File: config.mk
export PLATFORM = sky130hd
export DESIGN_NAME = mem_port_arbiter
export DESIGN_NICKNAME = d
export VERILOG_FILES = /design/src/rtl/dioptase_mem_pkg.sv /design/src/rtl/mem_arb_fairness.sv /design/src/rtl/mem_port_arbiter.sv
export SDC_FILE = /design/constraint.sdc
export NUM_CORES = 1
export LEC_CHECK = 0
export ABC_CLOCK_PERIOD_IN_PS = 6300
export CORE_MARGIN = 1
export CORE_UTILIZATION = 41
export CTS_CLUSTER_SIZE = 30
export DETAILED_ROUTE_END_ITERATION = 7
export PLACE_DENSITY = 0.77
export SLEW_MARGIN = 20
export SYNTH_ARGS = -nofsm -noshare
export SYNTH_HDL_FRONTEND = slang
export SYNTH_HIERARCHICAL = 1
export SYNTH_SLANG_ARGS = --single-unit
File: constraint.sdc
create_clock -name clk -period 6.3 [get_ports clk]
set_input_delay 1.26 -clock clk [delete_from_list [all_inputs] [get_ports clk]]
set_output_delay 1.26 -clock clk [all_outputs]
set_load 0.03 [all_outputs]
File: src/rtl/dioptase_mem_pkg.sv
// ----------------------------------------------------------------------------
// dioptase_mem_pkg
// Shared types and defaults for the memory port arbiter.
//   arb_state_t : arbiter FSM states (IDLE, GRANT_IF, GRANT_DM, DONE)
//   grant_t     : which requester owns the next memory access
//   ADDR_W_DEF / DATA_W_DEF : default address and data widths
//   STREAK_W    : width of the DM streak counter (holds 0..15)
// ----------------------------------------------------------------------------
package dioptase_mem_pkg;

    localparam int ADDR_W_DEF = 32;
    localparam int DATA_W_DEF = 32;
    localparam int STREAK_W   = 4;

    typedef enum logic [1:0] {
        IDLE     = 2'd0,
        GRANT_IF = 2'd1,
        GRANT_DM = 2'd2,
        DONE     = 2'd3
    } arb_state_t;

    typedef enum logic {
        GNT_IF = 1'b0,
        GNT_DM = 1'b1
    } grant_t;

    // True while a memory access is outstanding.
    function automatic logic is_grant_state(input arb_state_t st);
        return (st == GRANT_IF) || (st == GRANT_DM);
    endfunction

endpackage

File: src/rtl/mem_arb_fairness.sv
// ----------------------------------------------------------------------------
// mem_arb_fairness
// Priority decision between instruction fetch and data memory requests.
// DM normally wins (it belongs to the older instruction), but after
// MAX_DM_STREAK consecutive DM grants taken while IF was waiting, IF is
// given the next turn so fetch can never starve.
// Ports:
//   clk, rst   : clock, asynchronous active-high reset
//   if_req     : fetch request pending
//   dm_req     : load/store request pending
//   grant_en   : strobe, a grant is being issued this cycle
//   grant      : requester chosen for the current cycle
// ----------------------------------------------------------------------------
module mem_arb_fairness
    import dioptase_mem_pkg::*;
#(
    parameter int MAX_DM_STREAK = 4
) (
    input  logic   clk,
    input  logic   rst,
    input  logic   if_req,
    input  logic   dm_req,
    input  logic   grant_en,
    output grant_t grant
);

    localparam logic [STREAK_W-1:0] STREAK_MAX = STREAK_W'(MAX_DM_STREAK);

    logic [STREAK_W-1:0] streak_r;
    grant_t              grant_s;

    // Priority decision: DM first unless IF has waited out a full streak.
    always_comb begin
        grant_s = GNT_IF;
        if (dm_req && !(if_req && (streak_r == STREAK_MAX))) begin
            grant_s = GNT_DM;
        end else begin
            grant_s = GNT_IF;
        end
    end

    assign grant = grant_s;

    // Streak counter: counts DM grants that bypassed a waiting IF.
    always_ff @(posedge clk or posedge rst) begin
        if (rst) begin
            streak_r <= {STREAK_W{1'b0}};
        end else if (grant_en) begin
            if ((grant_s == GNT_DM) && if_req) begin
                if (streak_r < STREAK_MAX) begin
                    streak_r <= streak_r + {{(STREAK_W-1){1'b0}}, 1'b1};
                end else begin
                    streak_r <= streak_r;
                end
            end else begin
                streak_r <= {STREAK_W{1'b0}};
            end
        end else begin
            streak_r <= streak_r;
        end
    end

endmodule

File: src/rtl/mem_port_arbiter.sv
// ----------------------------------------------------------------------------
// mem_port_arbiter
// Shares one single-ported, variable-latency memory between instruction
// fetch (IF) and the load/store stage (DM). Requesters use req/done, the
// memory side uses req/ack. One access is outstanding at a time:
//   IDLE -> GRANT_IF/GRANT_DM (command registered onto mem_*) -> DONE -> IDLE
// Optional feature (macro MEM_ARB_TIMEOUT_EN): a watchdog aborts an access
// after TIMEOUT_CYCLES without mem_ack, returns zero data, and sets the
// sticky arb_err output. Without the macro there is no arb_err port.
// Ports:
//   clk, rst                          : clock, async active-high reset
//   if_req/if_addr                    : fetch request and address
//   if_rdata/if_done/if_stall         : fetch data, done pulse, stall
//   dm_req/dm_we/dm_addr/dm_wdata/dm_be : load/store request
//   dm_rdata/dm_done/dm_stall         : load data, done pulse, stall
//   mem_req/mem_we/mem_addr/mem_wdata/mem_be : registered memory command
//   mem_ack/mem_rdata                 : memory completion and read data
//   arb_err                           : sticky timeout flag (optional)
// ----------------------------------------------------------------------------
module mem_port_arbiter
    import dioptase_mem_pkg::*;
#(
    parameter int ADDR_W         = ADDR_W_DEF,
    parameter int DATA_W         = DATA_W_DEF,
    parameter int MAX_DM_STREAK  = 4,
    parameter int TIMEOUT_CYCLES = 256
) (
    input  logic                clk,
    input  logic                rst,
    input  logic                if_req,
    input  logic [ADDR_W-1:0]   if_addr,
    output logic [DATA_W-1:0]   if_rdata,
    output logic                if_done,
    output logic                if_stall,
    input  logic                dm_req,
    input  logic                dm_we,
    input  logic [ADDR_W-1:0]   dm_addr,
    input  logic [DATA_W-1:0]   dm_wdata,
    input  logic [DATA_W/8-1:0] dm_be,
    output logic [DATA_W-1:0]   dm_rdata,
    output logic                dm_done,
    output logic                dm_stall,
    output logic                mem_req,
    output logic                mem_we,
    output logic [ADDR_W-1:0]   mem_addr,
    output logic [DATA_W-1:0]   mem_wdata,
    output logic [DATA_W/8-1:0] mem_be,
    input  logic                mem_ack,
    input  logic [DATA_W-1:0]   mem_rdata
`ifdef MEM_ARB_TIMEOUT_EN
    ,
    output logic                arb_err
`endif
);

    localparam int BE_W = DATA_W / 8;

    arb_state_t          state_r;
    arb_state_t          next_state_s;
    grant_t              grant_s;
    logic                grant_en_s;
    logic                timeout_s;

    logic                mem_req_d;
    logic                mem_we_d;
    logic [ADDR_W-1:0]   mem_addr_d;
    logic [DATA_W-1:0]   mem_wdata_d;
    logic [BE_W-1:0]     mem_be_d;
    logic                if_done_d;
    logic                dm_done_d;
    logic [DATA_W-1:0]   if_rdata_d;
    logic [DATA_W-1:0]   dm_rdata_d;

    // Requests are only sampled in IDLE, which keeps DONE from re-granting.
    assign grant_en_s = (state_r == IDLE) && (if_req || dm_req);

    assign if_stall = if_req & ~if_done;
    assign dm_stall = dm_req & ~dm_done;

    mem_arb_fairness #(
        .MAX_DM_STREAK (MAX_DM_STREAK)
    ) u_fairness (
        .clk      (clk),
        .rst      (rst),
        .if_req   (if_req),
        .dm_req   (dm_req),
        .grant_en (grant_en_s),
        .grant    (grant_s)
    );

`ifdef MEM_ARB_TIMEOUT_EN
    localparam int TO_W = $clog2(TIMEOUT_CYCLES + 1);

    logic [TO_W-1:0] to_cnt_r;

    // Watchdog: counts cycles spent waiting for mem_ack in a grant state.
    always_ff @(posedge clk or posedge rst) begin
        if (rst) begin
            to_cnt_r <= {TO_W{1'b0}};
        end else if (is_grant_state(state_r) && !mem_ack) begin
            to_cnt_r <= to_cnt_r + {{(TO_W-1){1'b0}}, 1'b1};
        end else begin
            to_cnt_r <= {TO_W{1'b0}};
        end
    end

    // Fires on the edge that closes the TIMEOUT_CYCLES-th unanswered cycle.
    assign timeout_s = is_grant_state(state_r) && !mem_ack &&
                       (to_cnt_r == TO_W'(TIMEOUT_CYCLES - 1));

    // Sticky error flag, cleared only by reset.
    always_ff @(posedge clk or posedge rst) begin
        if (rst) begin
            arb_err <= 1'b0;
        end else if (timeout_s) begin
            arb_err <= 1'b1;
        end else begin
            arb_err <= arb_err;
        end
    end
`else
    logic unused_timeout_s;

    assign timeout_s        = 1'b0;
    assign unused_timeout_s = ^TIMEOUT_CYCLES;
`endif

    // State and registered outputs.
    always_ff @(posedge clk or posedge rst) begin
        if (rst) begin
            state_r   <= IDLE;
            mem_req   <= 1'b0;
            mem_we    <= 1'b0;
            mem_addr  <= {ADDR_W{1'b0}};
            mem_wdata <= {DATA_W{1'b0}};
            mem_be    <= {BE_W{1'b0}};
            if_done   <= 1'b0;
            dm_done   <= 1'b0;
            if_rdata  <= {DATA_W{1'b0}};
            dm_rdata  <= {DATA_W{1'b0}};
        end else begin
            state_r   <= next_state_s;
            mem_req   <= mem_req_d;
            mem_we    <= mem_we_d;
            mem_addr  <= mem_addr_d;
            mem_wdata <= mem_wdata_d;
            mem_be    <= mem_be_d;
            if_done   <= if_done_d;
            dm_done   <= dm_done_d;
            if_rdata  <= if_rdata_d;
            dm_rdata  <= dm_rdata_d;
        end
    end

    // Next-state logic.
    always_comb begin
        next_state_s = state_r;
        case (state_r)
            IDLE: begin
                if (grant_en_s) begin
                    next_state_s = (grant_s == GNT_DM) ? GRANT_DM : GRANT_IF;
                end else begin
                    next_state_s = IDLE;
                end
            end
            GRANT_IF, GRANT_DM: begin
                if (mem_ack || timeout_s) begin
                    next_state_s = DONE;
                end else begin
                    next_state_s = state_r;
                end
            end
            DONE:    next_state_s = IDLE;
            default: next_state_s = IDLE;
        endcase
    end

    // Output logic: next values for the registered command, data and pulses.
    always_comb begin
        mem_req_d   = mem_req;
        mem_we_d    = mem_we;
        mem_addr_d  = mem_addr;
        mem_wdata_d = mem_wdata;
        mem_be_d    = mem_be;
        if_rdata_d  = if_rdata;
        dm_rdata_d  = dm_rdata;
        if_done_d   = 1'b0;
        dm_done_d   = 1'b0;
        case (state_r)
            IDLE: begin
                if (grant_en_s) begin
                    mem_req_d = 1'b1;
                    if (grant_s == GNT_DM) begin
                        mem_we_d    = dm_we;
                        mem_addr_d  = dm_addr;
                        mem_wdata_d = dm_wdata;
                        mem_be_d    = dm_be;
                    end else begin
                        mem_we_d    = 1'b0;
                        mem_addr_d  = if_addr;
                        mem_wdata_d = {DATA_W{1'b0}};
                        mem_be_d    = {BE_W{1'b0}};
                    end
                end else begin
                    mem_req_d = 1'b0;
                end
            end
            GRANT_IF: begin
                if (mem_ack) begin
                    mem_req_d  = 1'b0;
                    if_rdata_d = mem_rdata;
                    if_done_d  = 1'b1;
                end else if (timeout_s) begin
                    mem_req_d  = 1'b0;
                    if_rdata_d = {DATA_W{1'b0}};
                    if_done_d  = 1'b1;
                end else begin
                    mem_req_d = 1'b1;
                end
            end
            GRANT_DM: begin
                if (mem_ack) begin
                    mem_req_d  = 1'b0;
                    dm_rdata_d = mem_rdata;
                    dm_done_d  = 1'b1;
                end else if (timeout_s) begin
                    mem_req_d  = 1'b0;
                    dm_rdata_d = {DATA_W{1'b0}};
                    dm_done_d  = 1'b1;
                end else begin
                    mem_req_d = 1'b1;
                end
            end
            DONE:    mem_req_d = 1'b0;
            default: mem_req_d = 1'b0;
        endcase
    end

endmodule

# Word level (Yosys, flattened, before mapping)
# Index checks and enable logic that the tools add are counted.
# word_totals
reg_bits	142
inputBits	138
out_inout_bits	138
word_cells	52
# op_classes
addsub	1
magnitude_cmp	1
n_eq_ne	6
n_mux	17
bitwise	4
n_reduce_logical	12
# op_table
cell	count
$mux W32	2
$mux W4	3
$reduce_and A2 Y1	4
$mux W1	7
$mux W2	3
$pmux W2 S3	1
$add A4 B1 Y4 const B	1
$eq A2 B2 Y1 const B	2
$eq A4 B3 Y1 const B	1
$logic_and A1 B1 Y1	4
$lt A4 B3 Y1 const B	1
$pmux W1 S3	1
$and A1 B1 Y1	2
$eq A2 B1 Y1 const B	1
$logic_not A2 Y1	1
$ne A2 B1 Y1 const B	1
$ne A2 B2 Y1 const B	1
$not A1 Y1	2
$reduce_or A2 Y1	1
$logic_not A1 Y1	1
$logic_or A1 B1 Y1	1

# Logic depth before layout (Yosys ltp)
# logic_depth
ltp_word	8
depth_mapped	9
ltp_nobuf	7

# Cells and area by module
# Netlist, hierarchy kept.
# by_module_without_submodules
mod	n_inst	cells_each	area_each_um2	seq_area_each_um2
mem_port_arbiter	1	462	5614.1	3453.3
mem_arb_fairness	1	26	247.7	100.1

# Worst setup path after synthesis
# Ideal clock, no wire load.
# synth_timing
path_type	input to output
from	input dm_req
to	output dm_stall
arrival_ps	1715
t_required_ps	5040
slack_ps	3325
stages	1
n_path_buf	0
cell_sequence	nor2b_1
# synth_via
elab_chain_cells	1
# synth_lines
item	line_no	rtl
from (decl)	mem_port_arbiter.sv:35	input logic dm_req,
$and A1 B1 Y1	mem_port_arbiter.sv:78	assign dm_stall = dm_req & ~dm_done;
to (decl)	mem_port_arbiter.sv:42	output logic dm_stall,
# No other way between the ends.

# Final worst setup path
# layout_timing
from	input if_req
to	output if_stall
# layout_via
elab_chain_cells	1
# layout_lines
item	line_no	rtl
from (decl)	mem_port_arbiter.sv:30	input logic if_req,
$and A1 B1 Y1	mem_port_arbiter.sv:77	assign if_stall = if_req & ~if_done;
to (decl)	mem_port_arbiter.sv:34	output logic if_stall,
# No other way between the ends.

==> flow_metrics.env <==
export IMPL_cts_setup_buffers=0
export IMPL_final_cells=949
export IMPL_drt_first_pass_iters=4
export IMPL_ys_warn_count=6
export IMPL_n_antenna_cell=0
export IMPL_synth_xor_area_share_pct=0
export IMPL_yosysTopAreaCell="dfrtp_1"
export IMPL_muxShareOfSynthArea_pct=17.8
export IMPL_arrival_ns=2.81
export IMPL_regArea_mm2=0.00355
export IMPL_worst_pin_slew_ns=0.945
export IMPL_utilization_pct=66.4
export IMPL_power_per_cell_area_mw_per_mm2=558
export IMPL_drive_above_1_share_pct=13.9
export IMPL_worst_r2r_startpoint="u_fairness/streak_r[0]$_DFFE_PP0P_"
export IMPL_grt_max_degree=103
export IMPL_drc=0
export IMPL_netlist_instances=488
export IMPL_layout_area_overhead_vs_synth_pct=57.9
export IMPL_crit_end="if_stall"
export IMPL_max_cap_violations=0
export IMPL_r2r_cells=8
export IMPL_synth_top_area_share_pct=60.6
export IMPL_grt_pass1_wl_um=24000
export IMPL_cts_repair_resized=0
export IMPL_whs_ns=0.465
export IMPL_cpPeakStageDelay_ns=0.68
export IMPL_synth_top_cells_by_area="dfrtp_1 (61%), mux2_2 (12%), nand2_1 (7.1%), mux2i_1 (5.5%), nand3_1 (3.2%)"
export IMPL_slowest_stage="clkdlybuf4s50_1"
export IMPL_crit_type="in2out"
export IMPL_routed_via_count=4642
export IMPL_die_area_mm2=0.0148
export IMPL_crit_top_cell="clkdlybuf4s50_1"
export IMPL_wl_per_cell_um=16.2
export IMPL_holdCritPathClass="reg2reg"
export IMPL_fp_coreArea_mm2=0.0139
export IMPL_netlist_cell_type_count=32
export IMPL_synth_edf_count=0
export IMPL_synthTopCellsByCount="dfrtp_1 (142), nand2_1 (111), mux2_2 (64)"
export IMPL_cts_hold_buf=0
export IMPL_netlist_area_mm2=0.00586
export IMPL_drt_total_wl_um=15400
export IMPL_postSynth_asyncResetShare_pct=100
export IMPL_drv_slew=0
export IMPL_final_setup_viol_count=0
export IMPL_gp_congestion=0.762
export IMPL_top_usage_layer="met2"
export IMPL_ant_nets=0
export IMPL_vias_per_cell=4.89
export IMPL_die_h_um=122
export IMPL_met1_usage_pct=23.1
export IMPL_grt_use_total_pct=21.3
export IMPL_chipWidth_um=122
export IMPL_synth_compound_area_share_pct=4.78
export IMPL_crit_chain="clkdlybuf4s50_1 > nor2b_1 > clkdlybuf4s50_1"
export IMPL_num_nets_final=900
export IMPL_startpoint="if_req"
export IMPL_syn_nets=632
export IMPL_period_minus_slack_ns=4.07
export IMPL_cp_end_kind="output pin"
export IMPL_cts_inserted_buffers=17
export IMPL_met3_usage_pct=7.02
export IMPL_max_slew_margin_pct=37.0
export IMPL_ir_drop_uv=319
export IMPL_clk_path_buf_depth=2
export IMPL_power_mw=5.17
export IMPL_status="finished, final reports clean"
export IMPL_fin_setup_tns_ns=0
export IMPL_pin_count=276
export IMPL_rsz0062_at_grt="false"
export IMPL_clock_sinks=142
export IMPL_synth_seq_cells=142
export IMPL_reg2reg_to="mem_addr[4]$_DFFE_PP0P_"
export IMPL_synth_top_family_by_area="multiplexers"
export IMPL_start_kind="input port"
export IMPL_antenna_found_initial=0
export IMPL_dp_hpwl_um=11000
export IMPL_grt_overflow_total=0
export IMPL_finalCritPeriodShare_pct=64.5
export IMPL_io_buffers=275
export IMPL_synth_most_common_cell="dfrtp_1"
export IMPL_synth_seq_area_share_pct=60.6
export IMPL_use_met2_pct=38.3
export IMPL_grt_pass1_vias=4790
export IMPL_drt_iter0_drc=224
export IMPL_cts_tree="done"
export IMPL_cts_clk_slew_worst_paths_ns=0.06
export IMPL_synth_simple_area_share_pct=11.3
export IMPL_hold_viol=0
export IMPL_leakage_nw=4.15
export IMPL_synth_fa_ha_area_share_pct=1.28
export IMPL_clk_latency_ns=0.41
export IMPL_rrSetupSlack_ns=3.62
export IMPL_start_util_pct=42.1
export IMPL_clock_skew_ns=0.00544
export IMPL_std_cell_rows=43
export IMPL_cts_root_buf="clkbuf_16"
export IMPL_multiInputGateArea_mm2=0.00208
export IMPL_synth_flop_cell="dfrtp_1"
export IMPL_placed_cells=917
export IMPL_cp_max_fo=5
export IMPL_fmax_ghz=0.246
export IMPL_cts_max_level=4
export IMPL_crit_required_ns=5.04
export IMPL_syn_area_per_cell_um2=12.0
export IMPL_fillCellCount=1034
-- stage by stage --
stage / setup WS [ns] / cell area, µm²
after floorplan: 1.34 / 5860
after CTS: 2.22 / 9260
after detailed placement: 2.23 / 8670
final: 2.23 / 9260
after global placement: 2.25 / 8670
after global routing: 2.15 / 9260
-- layer usage --
layer  routed length, µm  share of wire, %  up-vias
met5                   0                 0        -
met4                 395               2.6        0
met3                1130               7.3       27
met2                8130                53      178
met1                5740                37     2242
li1                    -                 -     2195
-- area by class of cell --
class                   count  area share, %
well taps                 180           2.43
multi-input cells         308           22.5
inverters                   9          0.419
clock buffers              20           4.83
clock inverters            12           1.47
flip-flops and latches    142           38.4
repair buffers            278           30.0
-- worst min path at each step --
stage	cells after the start	start	endpoint	slack, ns
after global routing	2	mem_wdata[1]$_DFFE_PP0P_	mem_wdata[1]$_DFFE_PP0P_	0.49
after floorplan	2	state_r[1]$_DFFE_PP0P_	state_r[1]$_DFFE_PP0P_	0.54
final	2	mem_be[1]$_DFFE_PP0P_	mem_be[1]$_DFFE_PP0P_	0.46
after detailed placement	2	mem_be[1]$_DFFE_PP0P_	mem_be[1]$_DFFE_PP0P_	0.46
after global placement	2	mem_wdata[12]$_DFFE_PP0P_	mem_wdata[12]$_DFFE_PP0P_	0.45
after CTS	2	mem_be[1]$_DFFE_PP0P_	mem_be[1]$_DFFE_PP0P_	0.47
-- cell families (layout without fill, tap and decap cells) --
group | count (synthesis) | after routing
compound gates | 49 | 49
simple gates | 157 | 157
fa+ha+maj | 6 | 6
flops | 142 | 142
mux | 96 | 96
buf+inv | 38 | 319
-- critical path: cells and delay by family --
family | cells | cell delay [ns]
AND/OR/NAND/NOR | 1 | 0.20
buffers and inverters | 2 | 1.34
-- registers in the layout, indices dropped and copies added, names as in the netlist --
register and flops:
mem_wdata 32, dm_rdata 32, if_done 1, mem_be 4, mem_addr 32, state_r 2, mem_we 1, dm_done 1
if_rdata 32, mem_req 1, u_fairness/streak_r 4
-- cell usage in the layout (no fill, tap or decap), drive strengths merged, types with 2 or more instances in the layout --
cell type	count
mux2i	32
o22ai	2
dfrtp	142
clkdlybuf4s50	275
mux2	64
clkbuf	20
clkinvlp	3
ha	6
nand3	37
buf	3
clkinv	5
a21boi	2
bufinv	2
inv	11
o21ai	36
nor2b	3
a21oi	3
nand2	113
-- where the power goes --
part	switching [mW]	internal, mW	leakage [nW]
Clock	0.378	0.596	0.277
Sequential	0.237	1.35	1.76
Combinational	1.49	1.11	2.12
Total	2.11	3.06	4.15
(Power assumes the default switching activity.)
